**src/rtl/legv8_pkg.sv**
```systemverilog
// Shared fetch-path types: address/instruction widths and the buffered fetch entry.
package legv8_pkg;
  localparam int ADDR_W      = 64;
  localparam int INSTR_W     = 32;
  localparam int INSTR_BYTES = 4;

  typedef struct packed {
    logic [ADDR_W-1:0]  pc;
    logic [INSTR_W-1:0] instr;
  } fetch_entry_t;
endpackage

```
**src/rtl/fetch_fifo.sv**
```systemverilog
// Small synchronous FIFO of fetch entries with flush, occupancy count and flags.
// The head entry comes straight out of the storage registers.
module fetch_fifo
  import legv8_pkg::*;
#(
  parameter int DEPTH = 4,
  localparam int AW = $clog2(DEPTH),
  localparam int CW = AW + 1
) (
  input  logic         clk,
  input  logic         rst_n,
  input  logic         flush,
  input  logic         push,
  input  fetch_entry_t wdata,
  input  logic         pop,
  output fetch_entry_t rdata,
  output logic [CW-1:0] count,
  output logic         full,
  output logic         empty
);
  fetch_entry_t mem_q [DEPTH];
  fetch_entry_t mem_d [DEPTH];
  logic [AW-1:0] wr_ptr_q, wr_ptr_d, rd_ptr_q, rd_ptr_d;
  logic [CW-1:0] count_q, count_d;
  logic do_push, do_pop;

  assign empty   = (count_q == '0);
  assign full    = (count_q == CW'(DEPTH));
  assign count   = count_q;
  assign rdata   = mem_q[rd_ptr_q];
  // A flush wins over both push and pop in the same cycle.
  assign do_push = push & ~flush;
  assign do_pop  = pop & ~empty & ~flush;

  // Next-state for storage, pointers and occupancy.
  always_comb begin
    mem_d    = mem_q;
    wr_ptr_d = wr_ptr_q;
    rd_ptr_d = rd_ptr_q;
    count_d  = count_q + CW'(do_push) - CW'(do_pop);
    if (flush) begin
      wr_ptr_d = '0;
      rd_ptr_d = '0;
      count_d  = '0;
    end else begin
      if (do_push) begin
        mem_d[wr_ptr_q] = wdata;
        wr_ptr_d        = wr_ptr_q + 1'b1;
      end
      if (do_pop) rd_ptr_d = rd_ptr_q + 1'b1;
    end
  end

  // State registers; storage is cleared so the head reads zero out of reset.
  always_ff @(posedge clk or negedge rst_n) begin
    if (!rst_n) begin
      mem_q    <= '{default: '0};
      wr_ptr_q <= '0;
      rd_ptr_q <= '0;
      count_q  <= '0;
    end else begin
      mem_q    <= mem_d;
      wr_ptr_q <= wr_ptr_d;
      rd_ptr_q <= rd_ptr_d;
      count_q  <= count_d;
    end
  end
endmodule

```
**src/rtl/instruction_fetch.sv**
```systemverilog
// Fetch stage: owns the PC, issues credit-limited in-order imem requests,
// buffers returned words with their PC and drops wrong-path responses after a redirect.
module instruction_fetch
  import legv8_pkg::*;
#(
  parameter logic [ADDR_W-1:0] RESET_PC   = '0,
  parameter int                FIFO_DEPTH = 4
) (
  input  logic               CLK,
  input  logic               Reset_L,
  input  logic               redirect_valid,
  input  logic [ADDR_W-1:0]  redirect_pc,
  output logic               imem_req,
  output logic [ADDR_W-1:0]  imem_addr,
  input  logic               imem_gnt,
  input  logic               imem_rvalid,
  input  logic [INSTR_W-1:0] imem_rdata,
  output logic               if_valid,
  input  logic               if_ready,
  output logic [INSTR_W-1:0] if_instr,
  output logic [ADDR_W-1:0]  if_pc
);
  localparam int CW = $clog2(FIFO_DEPTH) + 1;
  localparam logic [CW:0] DEPTH_C = (CW+1)'(FIFO_DEPTH);

  logic [ADDR_W-1:0] fetch_pc_q, fetch_pc_d;
  logic [ADDR_W-1:0] rsp_pc_q, rsp_pc_d;
  logic [CW-1:0]     outstanding_q, outstanding_d;
  logic [CW-1:0]     drop_q, drop_d;
  logic              req_en_q;
  logic [CW-1:0]     fifo_count;
  logic              fifo_full, fifo_empty;
  logic              gnt_fire, push, pop;
  logic [ADDR_W-1:0] redirect_aligned;
  fetch_entry_t      push_entry, head;

  assign redirect_aligned = redirect_pc & ~ADDR_W'(3);
  assign gnt_fire         = imem_req & imem_gnt;
  // Credit counts only registered state, so decode's ready never reaches imem_req.
  // req_en_q keeps the request low while in reset and until the first edge after it.
  assign imem_req   = req_en_q & (({1'b0, outstanding_q} + {1'b0, fifo_count}) < DEPTH_C);
  assign imem_addr  = fetch_pc_q;
  assign push_entry = '{pc: rsp_pc_q, instr: imem_rdata};
  assign pop        = if_valid & if_ready;
  assign if_valid   = ~fifo_empty;
  assign if_pc      = head.pc;
  assign if_instr   = head.instr;

  // PC advance, in-flight tracking and wrong-path drop accounting.
  always_comb begin
    fetch_pc_d    = fetch_pc_q;
    rsp_pc_d      = rsp_pc_q;
    outstanding_d = outstanding_q + CW'(gnt_fire) - CW'(imem_rvalid);
    drop_d        = drop_q;
    push          = 1'b0;
    if (gnt_fire) fetch_pc_d = fetch_pc_q + ADDR_W'(INSTR_BYTES);
    if (redirect_valid) begin
      // Everything still in flight after this edge belongs to the old path.
      fetch_pc_d = redirect_aligned;
      rsp_pc_d   = redirect_aligned;
      drop_d     = outstanding_d;
    end else if (imem_rvalid) begin
      if (drop_q != '0) begin
        drop_d = drop_q - CW'(1);
      end else begin
        push     = 1'b1;
        rsp_pc_d = rsp_pc_q + ADDR_W'(INSTR_BYTES);
      end
    end
  end

  // Control registers.
  always_ff @(posedge CLK or negedge Reset_L) begin
    if (!Reset_L) begin
      fetch_pc_q    <= RESET_PC;
      rsp_pc_q      <= RESET_PC;
      outstanding_q <= '0;
      drop_q        <= '0;
      req_en_q      <= 1'b0;
    end else begin
      fetch_pc_q    <= fetch_pc_d;
      rsp_pc_q      <= rsp_pc_d;
      outstanding_q <= outstanding_d;
      drop_q        <= drop_d;
      req_en_q      <= 1'b1;
    end
  end

  fetch_fifo #(.DEPTH(FIFO_DEPTH)) u_fifo (
    .clk   (CLK),
    .rst_n (Reset_L),
    .flush (redirect_valid),
    .push  (push),
    .wdata (push_entry),
    .pop   (pop),
    .rdata (head),
    .count (fifo_count),
    .full  (fifo_full),
    .empty (fifo_empty)
  );

  // The credit rule must never let a response arrive into a full buffer.
  a_no_overflow: assert property (@(posedge CLK) disable iff (!Reset_L)
    !(fifo_full && push && !pop && !redirect_valid));
endmodule

```
**config.mk**
```make
export PLATFORM = sky130hd
export DESIGN_NAME = instruction_fetch
export DESIGN_NICKNAME = d
export VERILOG_FILES = /design/src/rtl/legv8_pkg.sv /design/src/rtl/fetch_fifo.sv /design/src/rtl/instruction_fetch.sv
export SDC_FILE = /design/constraint.sdc
export NUM_CORES = 1
export LEC_CHECK = 0
export BUFFER_PORTS_ARGS = -buffer_cell sky130_fd_sc_hd__buf_2
export CAP_MARGIN = 20
export CORE_AREA = 2 2 207 209
export CTS_BUF_LIST = sky130_fd_sc_hd__clkbuf_4 sky130_fd_sc_hd__clkbuf_8 sky130_fd_sc_hd__clkbuf_16
export CTS_CLUSTER_DIAMETER = 200
export DETAILED_ROUTE_END_ITERATION = 10
export DIE_AREA = 0 0 209 211
export PLACE_DENSITY = 0.92
export SLEW_MARGIN = 10
export SYNTH_ARGS = -nofsm -noshare
export SYNTH_HDL_FRONTEND = slang
export SYNTH_SLANG_ARGS = --single-unit
```
**constraint.sdc**
```tcl
create_clock -name CLK -period 3.6 [get_ports CLK]
set_clock_uncertainty 0.15 [all_clocks]
set_input_delay 0.18 -clock CLK [delete_from_list [all_inputs] [get_ports CLK]]
set_output_delay 0.18 -clock CLK [all_outputs]
set_load 0.01 [all_outputs]
```
==> impl_metrics.tcl, run 1 <==
set metrics [dict create \
    core_area_um2 41800 \
    tns_ps 0 \
    r2r_start "outstanding_q[2]" \
    synth_compound_area_frac 0.0514 \
    syn-cell-area_um2 24500 \
    clock_sinks 514 \
    path_class "flip-flop to flip-flop" \
    io-pin-count 264 \
    wl_per_cell_um 25.2 \
    fillers 2523 \
    p_sw_frac 0.317 \
    cts_max_path_buffers 3 \
    hold_class "primary input to flip-flop" \
    synthFlopType "dfrtp_1" \
    rsz0062_at_grt "no" \
    via_per_inst 6.58 \
    p_leak_nw 13.3 \
    rows 75 \
    layout_commonest_cell "dfrtp_1" \
    synth_edf_count 0 \
    cp-startpoint "outstanding_q[2]" \
    postRouteAntennaNets 0 \
    htree_levels 2 \
    synth_top_family_by_area "multiplexers" \
    cts_post_setup_buffers_inserted 0 \
    cts_tree "built" \
    yosys.area_share.xor_xnor 0.0225 \
    dp_hpwl_um 42100 \
    worstPathCellList "ha_1 -> nor4b_1 -> and3_1 -> inv_1 -> ha_1 -> inv_1 -> ha_1 -> fa_1 -> xor2_1 -> xnor2_1 -> nand2_1 -> o21ai_0" \
    postSynthAreaPerCell_um2 13.1 \
    async_flop_share 1.00 \
    fmaxAchievable_ghz 0.303 \
    p_int_mw 13.1 \
    crit_path_frequent_cell "ha_1" \
    numCtsBuffers 52 \
    critPathSlowestCell "dfrtp_1" \
    synth-simple-area-share 0.102 \
    drc 0 \
    yosysUniqueCellTypes 55 \
    nets 2306 \
    relSlewSlack 0.287 \
    area_delta_synth_final_pct 19.0 \
    power_frac_seq 0.408 \
    vias 18200 \
    wl_met2_um 33700 \
    cp_top_family "adder cells" \
    grt.total_usage 0.321 \
    critPathArrivalTime_ps 3670 \
    met1_length_um 26100 \
    path_clk_slew_ps 60 \
    max_slew.worst_pin.slew_ps 1070 \
    die_area_um2 44100 \
    grt_pass1_wl_um 109000 \
    finalHoldViolCount 0 \
    gp_congestion 0.914 \
    cts_root_buf "clkbuf_16" \
    drtIter0Drc 1847 \
    r2r_setup_slack_ps 300 \
    synthMuxAreaShare 0.261 \
    antenna_found_initial 3 \
    cp-endpoint "drop_q[2]" \
    p_sw_mw 6.10 \
    fin_crit_sh 0.917 \
    grt_pass1_vias 19300 \
    route.met3.wl_um 6210 \
    cp.depth 12 \
    worstSkewPairLatency_ps 620 \
    drt-pass1-iter-count 6 \
    endpoint_kind "flip-flop" \
    top_layer_used "met4" \
    die_height_um 211 \
    synth_warnings 0 \
    slowest_delay_ps 410 \
    synthCells 1867 \
    portBuffers 257 \
    peakVddDrop_mv 0.409 \
    start_kind "flip-flop" \
    die_x_um 209 \
    r2r_end "drop_q[2]" \
    grt_max_degree 104 \
    ys_seq_area_frac 0.525 \
    maxCapViolCount 0 \
    outcome "completed" \
    maxSlewViolCount 0 \
    ys_ff_latch 514 \
    p_comb_frac 0.293 \
    fin_hold_ws_ps 31.4 \
    clkPwrFrac 0.298 \
    post-route-min-period_ps 3300 \
    critPathBufInv 2 \
    synth_fa_ha_area_frac 0.00879 \
    required_ps 3970 \
    p_per_area_nw_per_um2 660 \
    holdPathStages 5 \
    layout-drive-gt1-share 0.403 \
    initial_core_util 0.586 \
    worst-path-max-fanout 4 \
    grt_overflow_total 0 \
    mostFrequentLayoutCells "dfrtp_1, mux2_2, buf_2" \
    cts_resized 0 \
    setup_violations 0 \
    ff2ff_path_depth 12 \
    routed_wirelength_um 69900 \
]
-- logic make-up (layout without fill, tap and decap cells) --
kind of cell	Yosys count	in the layout
AND/OR/NAND/NOR	444	444
flip-flops	514	514
other	2	8
buffers and inverters	163	522
adder cells (fa/ha/maj)	16	16
multiplexers	474	474
XOR/XNOR	63	63
AO/OA/AOI/OAI	191	191
-- power groups by stage --
stage | logic, mW | clock network (mW) | registers [mW]
2_1_floorplan | 3.63 | 0 | 7.47
3_3_place_gp | 5.26 | 0 | 7.71
3_5_place_dp | 5.45 | 0 | 7.85
4_1_cts | 5.60 | 5.77 | 7.79
5_1_grt | 5.99 | 6.02 | 7.97
6_report | 5.65 | 5.74 | 7.86
-- Yosys cell counts, types with 5 or more instances --
cell      number  area, µm²
and2_1         5       31.3
o31ai_1       27        203
or4_1         29        218
o31a_1        27        236
nand2b_1      14       87.6
nand4_1       40        250
inv_1         32        120
nor2_1        71        267
buf_2         33        165
mux2_2       379       4270
nand2_1       98        368
buf_1          8       30.0
nor3_1        37        185
and4_1        10       87.6
a211oi_1       5       37.5
xor2_1        27        236
clkbuf_1      84        315
nand4_2        5       62.6
or3_1         20        125
nor4_1        21        131
and3_1        16        100
mux4_2        94       2120
o21ai_1        5       25.0
a21oi_1       14       70.1
a31oi_1       38        238
o21a_1        16        120
nor4_2         7       87.6
o21ai_0       49        245
xnor2_1       36        315
ha_1          14        175
dfrtp_1      514      12900
nand3_1       49        245
-- layout make-up --
class / count / area (µm²) / share of cell area
clock buffers: 81 / 1610 / 0.0553
flip-flops and latches: 514 / 12900 / 0.442
well taps: 539 / 674 / 0.0231
inverters: 33 / 126 / 0.00434
diodes: 3 / 7.51 / 0.000258
repair buffers: 394 / 2660 / 0.0913
clock inverters: 14 / 208 / 0.00713
multi-input cells: 1193 / 11000 / 0.377
-- how the worst min path moves through the flow --
stage,start,to
2_1_floorplan,Reset_L,drop_q[0]
3_3_place_gp,Reset_L,u_fifo.mem_q[312]
3_5_place_dp,Reset_L,u_fifo.mem_q[312]
4_1_cts,redirect_pc[59],imem_addr[59]
5_1_grt,redirect_pc[59],rsp_pc_q[59]
6_report,redirect_pc[59],imem_addr[59]
-- routing by layer --
layer  vias up  global-route usage
li1       7559                   -
met2      1190               0.531
met3       303              0.0679
met4         0               0.161
met5         -                   0
met1      9192               0.403
-- through the flow --
stage	cell area (µm²)	worst slack (ps)	std cells	util	total power [mW]
after global placement	26300	541	2574	0.630	13.0
final	29100	300	2771	0.698	19.2
after global routing	29100	177	2769	0.698	20.0
after CTS	29100	405	2768	0.698	19.2
after floorplan	24500	737	1870	-	11.1
after detailed placement	26300	443	2574	0.630	13.3
-- worst reg2reg max path, cell delays in order, from the launching register on --
cell and delay, ps:
dfrtp_1 410, ha_1 320, nor4b_1 380, and3_1 330, inv_1 90, ha_1 290, inv_1 40, ha_1 180
fa_1 400, xor2_1 180, xnor2_1 240, nand2_1 90, o21ai_0 100
-- registers in the layout, indices dropped and copies added (netlist names) --
name             flops
outstanding_q        3
imem_addr           62
rsp_pc_q            62
u_fifo.rd_ptr_q      2
u_fifo.mem_q       376
u_fifo.count         3
u_fifo.wr_ptr_q      2
req_en_q             1
drop_q               3
-- what timing repair did --
| item | CTS | global route |
|---|---|---|
| endpoints found under the hold margin | 349 | 0 |
| hold buffers | 99 | 0 |
| setup endpoints to repair | 0 | 0 |
(Power assumes the default switching activity.)
==> run 2, diff against run 1 <==
--- a/config.mk
+++ b/config.mk
@@ -7,12 +7,12 @@
 export LEC_CHECK = 0
 export BUFFER_PORTS_ARGS = -buffer_cell sky130_fd_sc_hd__buf_2
 export CAP_MARGIN = 20
-export CORE_AREA = 2 2 207 209
+export CORE_AREA = 2 2 205 207
 export CTS_BUF_LIST = sky130_fd_sc_hd__clkbuf_4 sky130_fd_sc_hd__clkbuf_8 sky130_fd_sc_hd__clkbuf_16
 export CTS_CLUSTER_DIAMETER = 200
 export DETAILED_ROUTE_END_ITERATION = 10
-export DIE_AREA = 0 0 209 211
-export PLACE_DENSITY = 0.92
+export DIE_AREA = 0 0 207 209
+export PLACE_DENSITY = 0.93
 export SLEW_MARGIN = 10
 export SYNTH_ARGS = -nofsm -noshare
 export SYNTH_HDL_FRONTEND = slang
==> constraint.sdc (replaced) <==
create_clock -name CLK -period 4.3 [get_ports CLK]
set_clock_uncertainty 0.15 [all_clocks]
set_input_delay 0.215 -clock CLK [delete_from_list [all_inputs] [get_ports CLK]]
set_output_delay 0.215 -clock CLK [all_outputs]
set_load 0.01 [all_outputs]
==> impl_metrics.tcl, run 2 (synthesized netlist as in run 1, its figures left out) <==
set metrics [dict create \
    dpl-instance-area_um2 26200 \
    largest_reg_flops 376 \
    fillers 2608 \
    power_frac_seq 0.416 \
    path_class "flip-flop to flip-flop" \
    layout-drive-gt1-share 0.398 \
    drt-pass1-iter-count 7 \
    vias 17900 \
    slowest_delay_ps 680 \
    area_delta_synth_final_pct 18.4 \
    post-route-min-period_ps 3350 \
    cts_tree "built" \
    cp-endpoint "rsp_pc_q[57]" \
    cts_max_path_buffers 3 \
    io-pin-count 264 \
    p_leak_nw 13.2 \
    rsz0062_at_grt "no" \
    post-place-ws_ps 1110 \
    ff2ff_path_depth 7 \
    regArea_um2 12900 \
    maxSlewViolCount 0 \
    mostFrequentLayoutCells "dfrtp_1, mux2_2, buf_2" \
    clock_sinks 514 \
    drc 0 \
    relSlewSlack 0.308 \
    fmaxAchievable_ghz 0.299 \
    drtIter0Drc 1863 \
    grt_pass1_vias 18500 \
    final_cell_area_um2 29000 \
    wl_per_cell_um 24.7 \
    clkPwrFrac 0.298 \
    setup_ws_ps 953 \
    endpoint_kind "flip-flop" \
    r2r_setup_slack_ps 950 \
    htree_levels 2 \
    portBuffers 257 \
    r2r_end "rsp_pc_q[57]" \
    core_area_um2 41300 \
    power_mw 15.8 \
    grt_pass1_wl_um 106000 \
    die_x_um 207 \
    peakVddDrop_mv 0.382 \
    nets 2291 \
    rows 75 \
    r2r_start "drop_q[0]" \
    grt.total_usage 0.312 \
    fin_cells 2751 \
    die_height_um 209 \
    worstSkewPairLatency_ps 620 \
    outcome "completed" \
    layout_commonest_cell "dfrtp_1" \
    via_per_inst 6.51 \
    antenna_found_initial 3 \
    critPathSlowestCell "nor4_4" \
    fin_hold_ws_ps 133 \
    setup_violations 0 \
    initial_core_util 0.593 \
    p_sw_frac 0.311 \
    p_int_mw 10.9 \
    maxCapViolCount 0 \
    gp_congestion 0.929 \
    grt_max_degree 127 \
    grt_overflow_total 0 \
    worst-path-max-fanout 19 \
    p_sw_mw 4.91 \
    multiInputGateArea_um2 11000 \
    final_util 0.702 \
    p_per_area_nw_per_um2 546 \
    p_comb_frac 0.286 \
    worstPathCellList "inv_1 -> ha_1 -> nand3b_4 -> nor4_4 -> nand4_2 -> or4_1 -> a31oi_1" \
    hold_class "primary input to async pin" \
    max_slew.worst_pin.slew_ps 1030 \
    finalHoldViolCount 0 \
    fin_crit_sh 0.778 \
    path_clk_slew_ps 60 \
    postRouteAntennaNets 0 \
    largest_register "u_fifo.mem_q" \
    cp-startpoint "drop_q[0]" \
    routed_wirelength_um 68000 \
    die_area_um2 43300 \
    required_ps 4670 \
    tns_ps 0 \
    dp_hpwl_um 43100 \
    dpl.cell_count 2559 \
    start_kind "flip-flop" \
    numCtsBuffers 52 \
    critPathArrivalTime_ps 3720 \
    cts_root_buf "clkbuf_16" \
]
==> run 2: power groups by stage <==
stage | logic, mW | registers [mW] | clock network [mW]
2_1_floorplan | 3.04 | 6.25 | 0
3_3_place_gp | 4.26 | 6.49 | 0
3_5_place_dp | 4.42 | 6.62 | 0
4_1_cts | 4.52 | 6.55 | 4.75
5_1_grt | 4.84 | 6.68 | 4.96
6_report | 4.52 | 6.57 | 4.72
==> run 2: worst max-delay path, delay by kind of cell, from the launching register on <==
family                     cells  cell delay (ps)
buffers and inverters          1              110
DFF                            1              360
AOI/OAI and AO/OA              1              220
adders and majority gates      1              230
and+or+nand+nor                4             2180
==> run 2: how the worst min path moves through the flow <==
| stage | end | slack [ps] | depth (start not counted) |
|---|---|---|---|
| floorplan | drop_q[0] | -230 | 0 |
| global placement | u_fifo.mem_q[215] | 220 | 1 |
| detailed placement | u_fifo.mem_q[215] | 250 | 1 |
| CTS | u_fifo.mem_q[215] | 210 | 2 |
| global route | imem_addr[15] | 230 | 3 |
| finish | u_fifo.mem_q[215] | 130 | 2 |
==> run 2: final cells by class <==
class,instances,area share
timing repair buffer,379,0.0879
clock inverter,25,0.0102
sequential,514,0.444
multi-input combinational,1193,0.379
antenna,1,0.0000863
inverter,33,0.00436
tap,539,0.0233
clock buffer,67,0.0512
==> run 2: repair_timing <==
item,in CTS,in global routing
endpoints found under the setup margin,0,0
resized for setup,0,0
buffers inserted,0,0
endpoints found under the hold margin,379,0
hold buffers,99,0
==> run 2: per-layer routing <==
layer | wire length [µm] | GRT usage | up-vias
met3 | 5580 | 0.0738 | 232
met2 | 33200 | 0.513 | 896
met4 | 3590 | 0.157 | 4
met1 | 25600 | 0.391 | 9230
met5 | 23 | 0 | -
li1 | - | - | 7547
==> run 3, diff against run 2 <==
--- a/config.mk
+++ b/config.mk
@@ -7,12 +7,12 @@
 export LEC_CHECK = 0
 export BUFFER_PORTS_ARGS = -buffer_cell sky130_fd_sc_hd__buf_2
 export CAP_MARGIN = 20
-export CORE_AREA = 2 2 205 207
+export CORE_AREA = 2 2 207 209
 export CTS_BUF_LIST = sky130_fd_sc_hd__clkbuf_4 sky130_fd_sc_hd__clkbuf_8 sky130_fd_sc_hd__clkbuf_16
 export CTS_CLUSTER_DIAMETER = 200
 export DETAILED_ROUTE_END_ITERATION = 10
-export DIE_AREA = 0 0 207 209
-export PLACE_DENSITY = 0.93
+export DIE_AREA = 0 0 209 211
+export PLACE_DENSITY = 0.92
 export SLEW_MARGIN = 10
 export SYNTH_ARGS = -nofsm -noshare
 export SYNTH_HDL_FRONTEND = slang
==> constraint.sdc (replaced) <==
create_clock -name CLK -period 3.1 [get_ports CLK]
set_clock_uncertainty 0.15 [all_clocks]
set_input_delay 0.155 -clock CLK [delete_from_list [all_inputs] [get_ports CLK]]
set_output_delay 0.155 -clock CLK [all_outputs]
set_load 0.01 [all_outputs]
==> impl_metrics.tcl, run 3 (synthesized netlist as in run 1, its figures left out) <==
set metrics [dict create \
    outcome "completed" \
    layout_commonest_cell "dfrtp_1" \
    p_sw_frac 0.309 \
    drt-pass1-iter-count 6 \
    worstSkewPairLatency_ps 610 \
    postRouteAntennaNets 0 \
    drtIter0Drc 1787 \
    clock_sinks 514 \
    required_ps 3470 \
    r2r_end "rsp_pc_q[54]" \
    path_clk_slew_ps 60 \
    dp_hpwl_um 42400 \
    maxSlewViolCount 0 \
    clkPwrFrac 0.308 \
    io-pin-count 264 \
    htree_levels 2 \
    layout-drive-gt1-share 0.406 \
    post-place-ws_ps 174 \
    fin_crit_sh 0.950 \
    setup_violations 0 \
    critPathArrivalTime_ps 3320 \
    wl_met2_um 33300 \
    setup_ws_ps 155 \
    endpoint_kind "flip-flop" \
    relSlewSlack 0.502 \
    rows 75 \
    maxCapViolCount 0 \
    die_x_um 209 \
    vias 18100 \
    largest_register "u_fifo.mem_q" \
    p_leak_nw 13.4 \
    hold_class "primary input to async pin" \
    path_class "flip-flop to flip-flop" \
    grt.total_usage 0.315 \
    grt_pass1_wl_um 108000 \
    finalHoldViolCount 0 \
    p_sw_mw 7.02 \
    post-route-min-period_ps 2950 \
    p_comb_frac 0.291 \
    ff2ff_path_depth 5 \
    grt_overflow_total 0 \
    critPathBufInv 0 \
    r2r_start "rsp_pc_q[25]" \
    numCtsBuffers 52 \
    critPathSlowestCell "or4_1" \
    cts_max_path_buffers 3 \
    tns_ps 0 \
    nets 2315 \
    die_area_um2 44100 \
    max_slew.worst_pin.slew_ps 742 \
    power_frac_seq 0.401 \
    cts_tree "built" \
    initial_core_util 0.586 \
    worstPathCellList "nand3_1 -> nor4_2 -> nand3_2 -> or4_1 -> a31oi_1" \
    fmaxAchievable_ghz 0.340 \
    worst-path-max-fanout 24 \
    p_int_mw 15.7 \
    area_delta_synth_final_pct 20.3 \
    core_area_um2 41800 \
    fillers 2526 \
    gp_congestion 0.944 \
    start_kind "flip-flop" \
    antenna_found_initial 2 \
    peakVddDrop_mv 0.482 \
    cp_top_family "simple AND/OR/NAND/NOR gates" \
    cts_root_buf "clkbuf_16" \
    p_per_area_nw_per_um2 771 \
    rsz0062_at_grt "no" \
    grt_max_degree 94 \
    portBuffers 257 \
    met1_length_um 26200 \
    top_layer_used "met4" \
    largest_reg_flops 376 \
    drc 0 \
    route.met3.wl_um 5390 \
    routed_wirelength_um 68500 \
    via_per_inst 6.51 \
    grt_pass1_vias 19000 \
    wl_per_cell_um 24.6 \
    die_height_um 211 \
    mostFrequentLayoutCells "dfrtp_1, mux2_2, buf_2" \
    r2r_setup_slack_ps 150 \
    slowest_delay_ps 650 \
]
[run 3: worst reg2reg max path, cell delays in order, from the launching register on]
cell and delay, ps:
dfrtp_1 520, nand3_1 230, nor4_2 560, nand3_2 540, or4_1 670, a31oi_1 190
[run 3: area by class of cell]
| type | instances | area (µm²) | share of cell area |
|---|---|---|---|
| sequential | 514 | 12900 | 0.437 |
| multi-input combinational | 1193 | 11000 | 0.373 |
| timing repair buffer | 403 | 2850 | 0.0967 |
| clock buffer | 72 | 1530 | 0.0518 |
| tap | 539 | 674 | 0.0229 |
| clock inverter | 24 | 403 | 0.0137 |
| inverter | 33 | 126 | 0.00429 |
| antenna | 2 | 5.00 | 0.000170 |
[run 3: layer usage]
metal / track usage / up-vias
met5: 0 / -
li1: - / 7611
met1: 0.405 / 9178
met3: 0.0590 / 259
met2: 0.518 / 1045
met4: 0.161 / 0
[run 3: worst max path at each step]
stage | startpoint | to | cells past startpoint
after floorplan | outstanding_q[2] | drop_q[2] | 12
after global placement | outstanding_q[2] | drop_q[2] | 12
after detailed placement | outstanding_q[2] | drop_q[2] | 12
after CTS | outstanding_q[2] | drop_q[2] | 12
after global routing | outstanding_q[2] | drop_q[2] | 12
final | rsp_pc_q[25] | rsp_pc_q[54] | 5
[run 3: power groups by stage]
stage / registers [mW] / clock network, mW / logic, mW
global placement: 8.94 / 0 / 6.17
detailed placement: 9.11 / 0 / 6.39
global route: 9.24 / 7.36 / 7.05
floorplan: 8.67 / 0 / 4.22
finish: 9.10 / 7.01 / 6.60
CTS: 9.02 / 7.07 / 6.57
[run 3: stage by stage]
stage               hold WS (ps)  instances  area (µm²)   util  total power [mW]
detailed placement         -38.8       2582       26500  0.634              15.5
floorplan                   -291       1870       24500      -              12.9
global placement           -48.0       2582       26500  0.634              15.1
CTS                         81.8       2778       29400  0.705              22.7
global route                99.1       2780       29400  0.705              23.6
finish                      73.5       2780       29400  0.705              22.7
[run 3: timing repair]
action                                  in CTS  in global routing
resized for setup                            0                  1
buffers inserted                             0                  0
hold buffers                               100                  0
hold endpoints to repair                   775                  0
endpoints found under the setup margin       0                  1
